$ cat src/rtl/ctrl_pkg.sv
// rtl/ctrl_pkg.sv - shared widths, stage control bundles and forwarding encodings for ctrl_pipe
package ctrl_pkg;
    localparam int REG_W = 5;
    localparam int ALU_W = 4;

    localparam logic [1:0] FWD_REG = 2'b00;
    localparam logic [1:0] FWD_WB  = 2'b01;
    localparam logic [1:0] FWD_MEM = 2'b10;

    typedef struct packed {
        logic             valid;
        logic             reg_dst;
        logic             alu_src;
        logic [ALU_W-1:0] alu_control;
        logic             pc_src;
        logic [REG_W-1:0] rs;
        logic [REG_W-1:0] rt;
        logic [REG_W-1:0] rd;
        logic             mem_write;
        logic             mem_read;
        logic             reg_write;
        logic             mem_to_reg;
    } ex_ctrl_t;

    typedef struct packed {
        logic             valid;
        logic             mem_write;
        logic             mem_read;
        logic             reg_write;
        logic             mem_to_reg;
        logic [REG_W-1:0] wreg;
    } mem_ctrl_t;

    typedef struct packed {
        logic             valid;
        logic             reg_write;
        logic             mem_to_reg;
        logic [REG_W-1:0] wreg;
    } wb_ctrl_t;

    // Register 0 is hardwired, so it never produces a hit.
    function automatic logic src_hit(input logic [REG_W-1:0] wreg,
                                     input logic [REG_W-1:0] rs,
                                     input logic [REG_W-1:0] rt,
                                     input logic             uses_rt);
        return (wreg != '0) && ((wreg == rs) || (uses_rt && (wreg == rt)));
    endfunction

    function automatic logic [1:0] fwd_sel(input logic [REG_W-1:0] src,
                                           input logic             mem_rw,
                                           input logic [REG_W-1:0] mem_wreg,
                                           input logic             wb_rw,
                                           input logic [REG_W-1:0] wb_wreg);
        if (mem_rw && (mem_wreg != '0) && (mem_wreg == src))
            return FWD_MEM;
        if (wb_rw && (wb_wreg != '0) && (wb_wreg == src))
            return FWD_WB;
        return FWD_REG;
    endfunction
endpackage

$ cat src/rtl/hazard_unit.sv
// rtl/hazard_unit.sv - combinational stall and forwarding-select logic
// CTRL_PIPE_FORWARD_EN selects load-use stall with forwarding; otherwise stall until the writer reaches WB.
module hazard_unit
    import ctrl_pkg::*;
(
    input  logic [REG_W-1:0] i_id_rs,
    input  logic [REG_W-1:0] i_id_rt,
    input  logic             i_id_uses_rt,
    input  logic             i_ex_valid,
    input  logic             i_ex_mem_read,
    input  logic             i_ex_reg_write,
    input  logic [REG_W-1:0] i_ex_wreg,
    input  logic [REG_W-1:0] i_ex_rs,
    input  logic [REG_W-1:0] i_ex_rt,
    input  logic             i_mem_reg_write,
    input  logic [REG_W-1:0] i_mem_wreg,
    input  logic             i_wb_reg_write,
    input  logic [REG_W-1:0] i_wb_wreg,
    output logic             o_stall,
    output logic [1:0]       o_fwd_a,
    output logic [1:0]       o_fwd_b
);
    logic w_unused;

`ifdef CTRL_PIPE_FORWARD_EN
    assign o_stall  = i_ex_valid & i_ex_mem_read
                    & src_hit(i_ex_wreg, i_id_rs, i_id_rt, i_id_uses_rt);
    assign o_fwd_a  = fwd_sel(i_ex_rs, i_mem_reg_write, i_mem_wreg, i_wb_reg_write, i_wb_wreg);
    assign o_fwd_b  = fwd_sel(i_ex_rt, i_mem_reg_write, i_mem_wreg, i_wb_reg_write, i_wb_wreg);
    assign w_unused = i_ex_reg_write;
`else
    // No bypass paths: hold ID until every in-flight writer of a used source has left MEM.
    assign o_stall  = (i_ex_valid & i_ex_reg_write
                       & src_hit(i_ex_wreg, i_id_rs, i_id_rt, i_id_uses_rt))
                    | (i_mem_reg_write
                       & src_hit(i_mem_wreg, i_id_rs, i_id_rt, i_id_uses_rt));
    assign o_fwd_a  = FWD_REG;
    assign o_fwd_b  = FWD_REG;
    assign w_unused = ^{i_ex_mem_read, i_ex_rs, i_ex_rt, i_wb_reg_write, i_wb_wreg};
`endif
endmodule

$ cat src/rtl/ctrl_pipe.sv
// rtl/ctrl_pipe.sv - EX/MEM/WB control pipeline with branch/jump flush and hazard handling
// Forwarding is enabled by CTRL_PIPE_FORWARD_EN (see hazard_unit).
module ctrl_pipe
    import ctrl_pkg::*;
(
    input  logic             clk,
    input  logic             rst,
    input  logic             id_valid,
    input  logic [REG_W-1:0] id_rs,
    input  logic [REG_W-1:0] id_rt,
    input  logic [REG_W-1:0] id_rd,
    input  logic             id_RegDst,
    input  logic             id_RegWrite,
    input  logic             id_ALUSrc,
    input  logic             id_MemWrite,
    input  logic             id_MemRead,
    input  logic             id_MemToReg,
    input  logic             id_PCSrc,
    input  logic             id_JumpPC,
    input  logic [ALU_W-1:0] id_ALUControl,
    input  logic             ex_zero,
    output logic             ex_RegDst,
    output logic             ex_ALUSrc,
    output logic [ALU_W-1:0] ex_ALUControl,
    output logic [REG_W-1:0] ex_rs,
    output logic [REG_W-1:0] ex_rt,
    output logic             mem_MemWrite,
    output logic             mem_MemRead,
    output logic             wb_RegWrite,
    output logic             wb_MemToReg,
    output logic [REG_W-1:0] wb_wreg,
    output logic [1:0]       fwd_a,
    output logic [1:0]       fwd_b,
    output logic             stall,
    output logic             ifid_flush
);
    ex_ctrl_t         r_ex, w_ex_next;
    mem_ctrl_t        r_mem, w_mem_next;
    wb_ctrl_t         r_wb, w_wb_next;
    logic [REG_W-1:0] w_ex_wreg;
    logic             w_br_take;
    logic             w_hz_stall;

    assign w_ex_wreg = r_ex.reg_dst ? r_ex.rd : r_ex.rt;
    assign w_br_take = r_ex.valid & r_ex.pc_src & ex_zero;

    hazard_unit u_hazard (
        .i_id_rs         (id_rs),
        .i_id_rt         (id_rt),
        .i_id_uses_rt    (~id_ALUSrc | id_MemWrite),
        .i_ex_valid      (r_ex.valid),
        .i_ex_mem_read   (r_ex.mem_read),
        .i_ex_reg_write  (r_ex.reg_write),
        .i_ex_wreg       (w_ex_wreg),
        .i_ex_rs         (r_ex.rs),
        .i_ex_rt         (r_ex.rt),
        .i_mem_reg_write (r_mem.valid & r_mem.reg_write),
        .i_mem_wreg      (r_mem.wreg),
        .i_wb_reg_write  (r_wb.valid & r_wb.reg_write),
        .i_wb_wreg       (r_wb.wreg),
        .o_stall         (w_hz_stall),
        .o_fwd_a         (fwd_a),
        .o_fwd_b         (fwd_b)
    );

    // A taken branch squashes the stalled instruction; a stalled jump flushes on its retry.
    assign stall      = ~rst & w_hz_stall & ~w_br_take;
    assign ifid_flush = ~rst & (w_br_take | (id_valid & id_JumpPC & ~w_hz_stall));

    always_comb begin
        w_ex_next = '0;
        if (id_valid && !stall && !w_br_take) begin
            w_ex_next.valid       = 1'b1;
            w_ex_next.reg_dst     = id_RegDst;
            w_ex_next.alu_src     = id_ALUSrc;
            w_ex_next.alu_control = id_ALUControl;
            w_ex_next.pc_src      = id_PCSrc;
            w_ex_next.rs          = id_rs;
            w_ex_next.rt          = id_rt;
            w_ex_next.rd          = id_rd;
            w_ex_next.mem_write   = id_MemWrite;
            w_ex_next.mem_read    = id_MemRead;
            w_ex_next.reg_write   = id_RegWrite;
            w_ex_next.mem_to_reg  = id_MemToReg;
        end
    end

    always_comb begin
        w_mem_next            = '0;
        w_mem_next.valid      = r_ex.valid;
        w_mem_next.mem_write  = r_ex.mem_write;
        w_mem_next.mem_read   = r_ex.mem_read;
        w_mem_next.reg_write  = r_ex.reg_write;
        w_mem_next.mem_to_reg = r_ex.mem_to_reg;
        w_mem_next.wreg       = w_ex_wreg;
    end

    always_comb begin
        w_wb_next            = '0;
        w_wb_next.valid      = r_mem.valid;
        w_wb_next.reg_write  = r_mem.reg_write;
        w_wb_next.mem_to_reg = r_mem.mem_to_reg;
        w_wb_next.wreg       = r_mem.wreg;
    end

    always_ff @(posedge clk) begin
        if (rst) begin
            r_ex  <= '0;
            r_mem <= '0;
            r_wb  <= '0;
        end else begin
            r_ex  <= w_ex_next;
            r_mem <= w_mem_next;
            r_wb  <= w_wb_next;
        end
    end

    assign ex_RegDst     = r_ex.reg_dst;
    assign ex_ALUSrc     = r_ex.alu_src;
    assign ex_ALUControl = r_ex.alu_control;
    assign ex_rs         = r_ex.rs;
    assign ex_rt         = r_ex.rt;
    assign mem_MemWrite  = r_mem.mem_write;
    assign mem_MemRead   = r_mem.mem_read;
    assign wb_RegWrite   = r_wb.reg_write;
    assign wb_MemToReg   = r_wb.mem_to_reg;
    assign wb_wreg       = r_wb.wreg;
endmodule

$ cat config.mk
export PLATFORM = sky130hd
export DESIGN_NAME = ctrl_pipe
export DESIGN_NICKNAME = d
export VERILOG_FILES = /design/src/rtl/ctrl_pkg.sv /design/src/rtl/hazard_unit.sv /design/src/rtl/ctrl_pipe.sv
export SDC_FILE = /design/constraint.sdc
export NUM_CORES = 1
export LEC_CHECK = 0
export BUFFER_PORTS_ARGS = -buffer_cell sky130_fd_sc_hd__buf_2
export CAP_MARGIN = 0
export CORE_MARGIN = 1
export CORE_UTILIZATION = 45
export CTS_CLUSTER_SIZE = 30
export DETAILED_ROUTE_END_ITERATION = 7
export PLACE_DENSITY = 0.74
export SLEW_MARGIN = 20
export SYNTH_ARGS = -nofsm -noshare
export SYNTH_HDL_FRONTEND = slang
export SYNTH_SLANG_ARGS = --single-unit
$ cat constraint.sdc
create_clock -name clk -period 2.2 [get_ports clk]
set_input_delay 0.11 -clock clk [delete_from_list [all_inputs] [get_ports clk]]
set_output_delay 0.11 -clock clk [all_outputs]
set_load 0.02 [all_outputs]
==> results.cfg <==
[pwr]
switching_share_pct = 24.5
p_leak_nw = 1.06
pwr-share-clk_pct = 36.5
ir_worst_vdd_uv = 326
p_seq_share_pct = 50.7
powerDensity_mw_per_mm2 = 664
internal-power_w = 0.00126
p_sw_w = 0.000408
pwr-share-comb_pct = 12.8

[finish]
fill_cells = 338
fin_area_mm2 = 0.00251
layout.nets = 281
final_common_cell = buf_2
seqCellArea_um2 = 886
syn_to_final_growth_pct = 26.3
layout.cells.most_common_list = 55 x buf_2, 42 x dfxtp_1, 27 x nand3_1, 17 x xnor2_1, 17 x buf_4
antenna_cells = 0
multi_input_area_um2 = 988
postLayoutCoreUtil_pct = 61.0
drive_gt1_share_pct = 45.0

[synth]
syn_inst = 199
syn_area_per_cell_um2 = 9.98
seq_area_frac_synth_pct = 44.4
ys_warn_count = 0
synth_edf_count = 0
synth_ff_type = dfxtp_1
ys_ff_latch = 44
synthArstFlopShare_pct = 0
syn_area_mm2 = 0.00199
synth.distinct_cells = 31

[drt]
vias = 1590
wl_per_cell_um = 14.9
antenna_left = 0
dr.pass1.iters = 4
drt_wl_total_um = 4490
drc = 0
vias_per_cell = 5.28
drt-initial-drc-count = 83

[place]
port_buffers = 57
place_area_mm2 = 0.00224
dp_hpwl_um = 3060
gp_congestion = 0.887
dp_slack_ns = 0.0803

[critical_path]
worstSetupStartpointType = register
crit_chain = or4_4, o311ai_4, a31oi_2, and3_4, o31a_1, buf_6
path_delay_family = simple AND/OR/NAND/NOR gates
crit_type = register to primary output
path_buf_inv = 1
crit_path_top_delay_cell = or4_4
max_stage_delay_ns = 0.52
end_kind = primary output
worstPathRequired_ns = 2.09
cp_max_fo = 4
worstPathArrival_ns = 2.13

[sta]
rsz0062_at_grt = yes
hold_violations = 0
max_freq_mhz = 446
maxSlewViolCount = 0
setup_viol = 2
min_period_ns = 2.24
fin_crit_sh_pct = 102
setup_slack_ns = -0.0409
fin_skew_ns = 0.00464

[status]
outcome = complete, but fails checks
violations = setup timing

[global_routing]
track_usage_pct = 20.2
grt-ovfl-total = 0
antenna_found_initial = 0
grt_pass1_vias = 1407
grt_max_degree = 28
grt_pass1_wl_um = 6760

[floorplanning]
fp.dieArea_mm2 = 0.00468
die-height_um = 68.4
num_rows = 23
start_util_pct = 48.3
core-area_mm2 = 0.00412
die_w_um = 68.4
io_pins = 62

[clock_tree]
cts_buffers = 5
clkSinkCount = 44
cts_tree = built
cts_max_level = 2
clk_latency_ns = 0.29
root_buffer = clkbuf_8
clkSlewWorstSetupHoldPaths_ns = 0.08
clockBufferDepth = 2
hold_buffers = 0

[job]
maxCapViolations = 0

[min_path]
hp-class = input pin to register
==> cells by family after synthesis <==
family,Yosys count,share of synthesized area [%]
flops,44,44.4
mux,5,2.52
compound gates,8,3.34
other cells,1,0.189
buf+inv,36,12.6
simple gates,85,28.2
xor+xnor,20,8.82
==> what timing repair did <==
| action | 4_1_cts | 5_1_grt |
|---|---|---|
| pin swaps | 5 | 3 |
| gates resized for setup | 11 | 14 |
| endpoints found under the setup margin | 2 | 21 |
| buffers inserted | 3 | 2 |
==> power groups by stage <==
| stage | Combinational [W] | Sequential (W) | Clock [W] |
|---|---|---|---|
| 4_1_cts | 0.000200 | 0.000840 | 0.000613 |
| 3_5_place_dp | 0.000194 | 0.000858 | 0 |
| 3_3_place_gp | 0.000193 | 0.000858 | 0 |
| 6_report | 0.000214 | 0.000844 | 0.000607 |
| 2_1_floorplan | 0.000133 | 0.000860 | 0 |
| 5_1_grt | 0.000234 | 0.000848 | 0.000653 |
==> path summary, 6_finish.rpt <==
kind | cells past startpoint | start | slack, ns | end
min reg2reg | 1 | r_mem[5] | 0.44 | wb_MemToReg
min | 3 | id_rd[0] | 0.06 | r_ex[4]
max reg2reg | 7 | ex_RegDst | 0.08 | ex_rt[2]
max | 6 | ex_RegDst | -0.04 | stall
==> synth_stat cells (2+ instances only) <==
| cell type | number | area, um2 |
|---|---|---|
| xnor2_1 | 17 | 149 |
| nand2_1 | 2 | 7.51 |
| dfxtp_1 | 44 | 881 |
| or4_1 | 2 | 15.0 |
| a31oi_1 | 2 | 12.5 |
| nor2_1 | 6 | 22.5 |
| nand3_1 | 27 | 135 |
| nor4_1 | 19 | 119 |
| buf_6 | 6 | 67.6 |
| xor2_1 | 3 | 26.3 |
| buf_2 | 2 | 10.0 |
| clkbuf_1 | 9 | 33.8 |
| mux2i_1 | 5 | 50.1 |
| nor4_2 | 9 | 113 |
| buf_4 | 18 | 135 |
| nor2b_1 | 13 | 81.3 |
==> final cells by class <==
cell class | instances | area share [%]
timing repair buffer | 76 | 18.2
inverter | 1 | 0.150
multi-input combinational | 122 | 39.4
clock buffer | 5 | 2.74
clock inverter | 3 | 1.70
tap | 50 | 2.49
sequential | 44 | 35.3
==> worst register-to-register path, delay by kind of cell (launching register included) <==
family,cells,cell delay (ns)
buffers and inverters,2,0.31
and+or+nand+nor,3,1.01
AOI/OAI and AO/OA,2,0.33
DFF,1,0.36
==> through the flow <==
step / hold WS (ns) / setup TNS [ns] / instances / total power, W
finish: 0.0579 / -0.0772 / 301 / 0.00166
global route: 0.0667 / -0.211 / 301 / 0.00173
CTS: 0.0543 / -0.175 / 299 / 0.00165
detailed placement: 0.369 / 0 / 288 / 0.00105
global placement: 0.372 / 0 / 288 / 0.00105
floorplan: 0.242 / 0 / 202 / 0.000993
==> flip-flops by register name, indices dropped and copies added (netlist names) <==
name,cells
r_mem,8
ex_ALUSrc,1
ex_rs,5
wb_wreg,5
ex_RegDst,1
mem_MemWrite,1
ex_ALUControl,4
wb_MemToReg,1
r_ex,11
wb_RegWrite,1
ex_rt,5
mem_MemRead,1
==> metal layers <==
metal / global-route usage, % / routed length (um) / vias up
met5: 0 / 0 / -
met4: 7.81 / 51 / 0
met3: 6.17 / 248 / 7
met2: 31.5 / 2200 / 55
met1: 26.0 / 1990 / 743
li1: - / - / 785
Power figures use the tool's default switching activity.
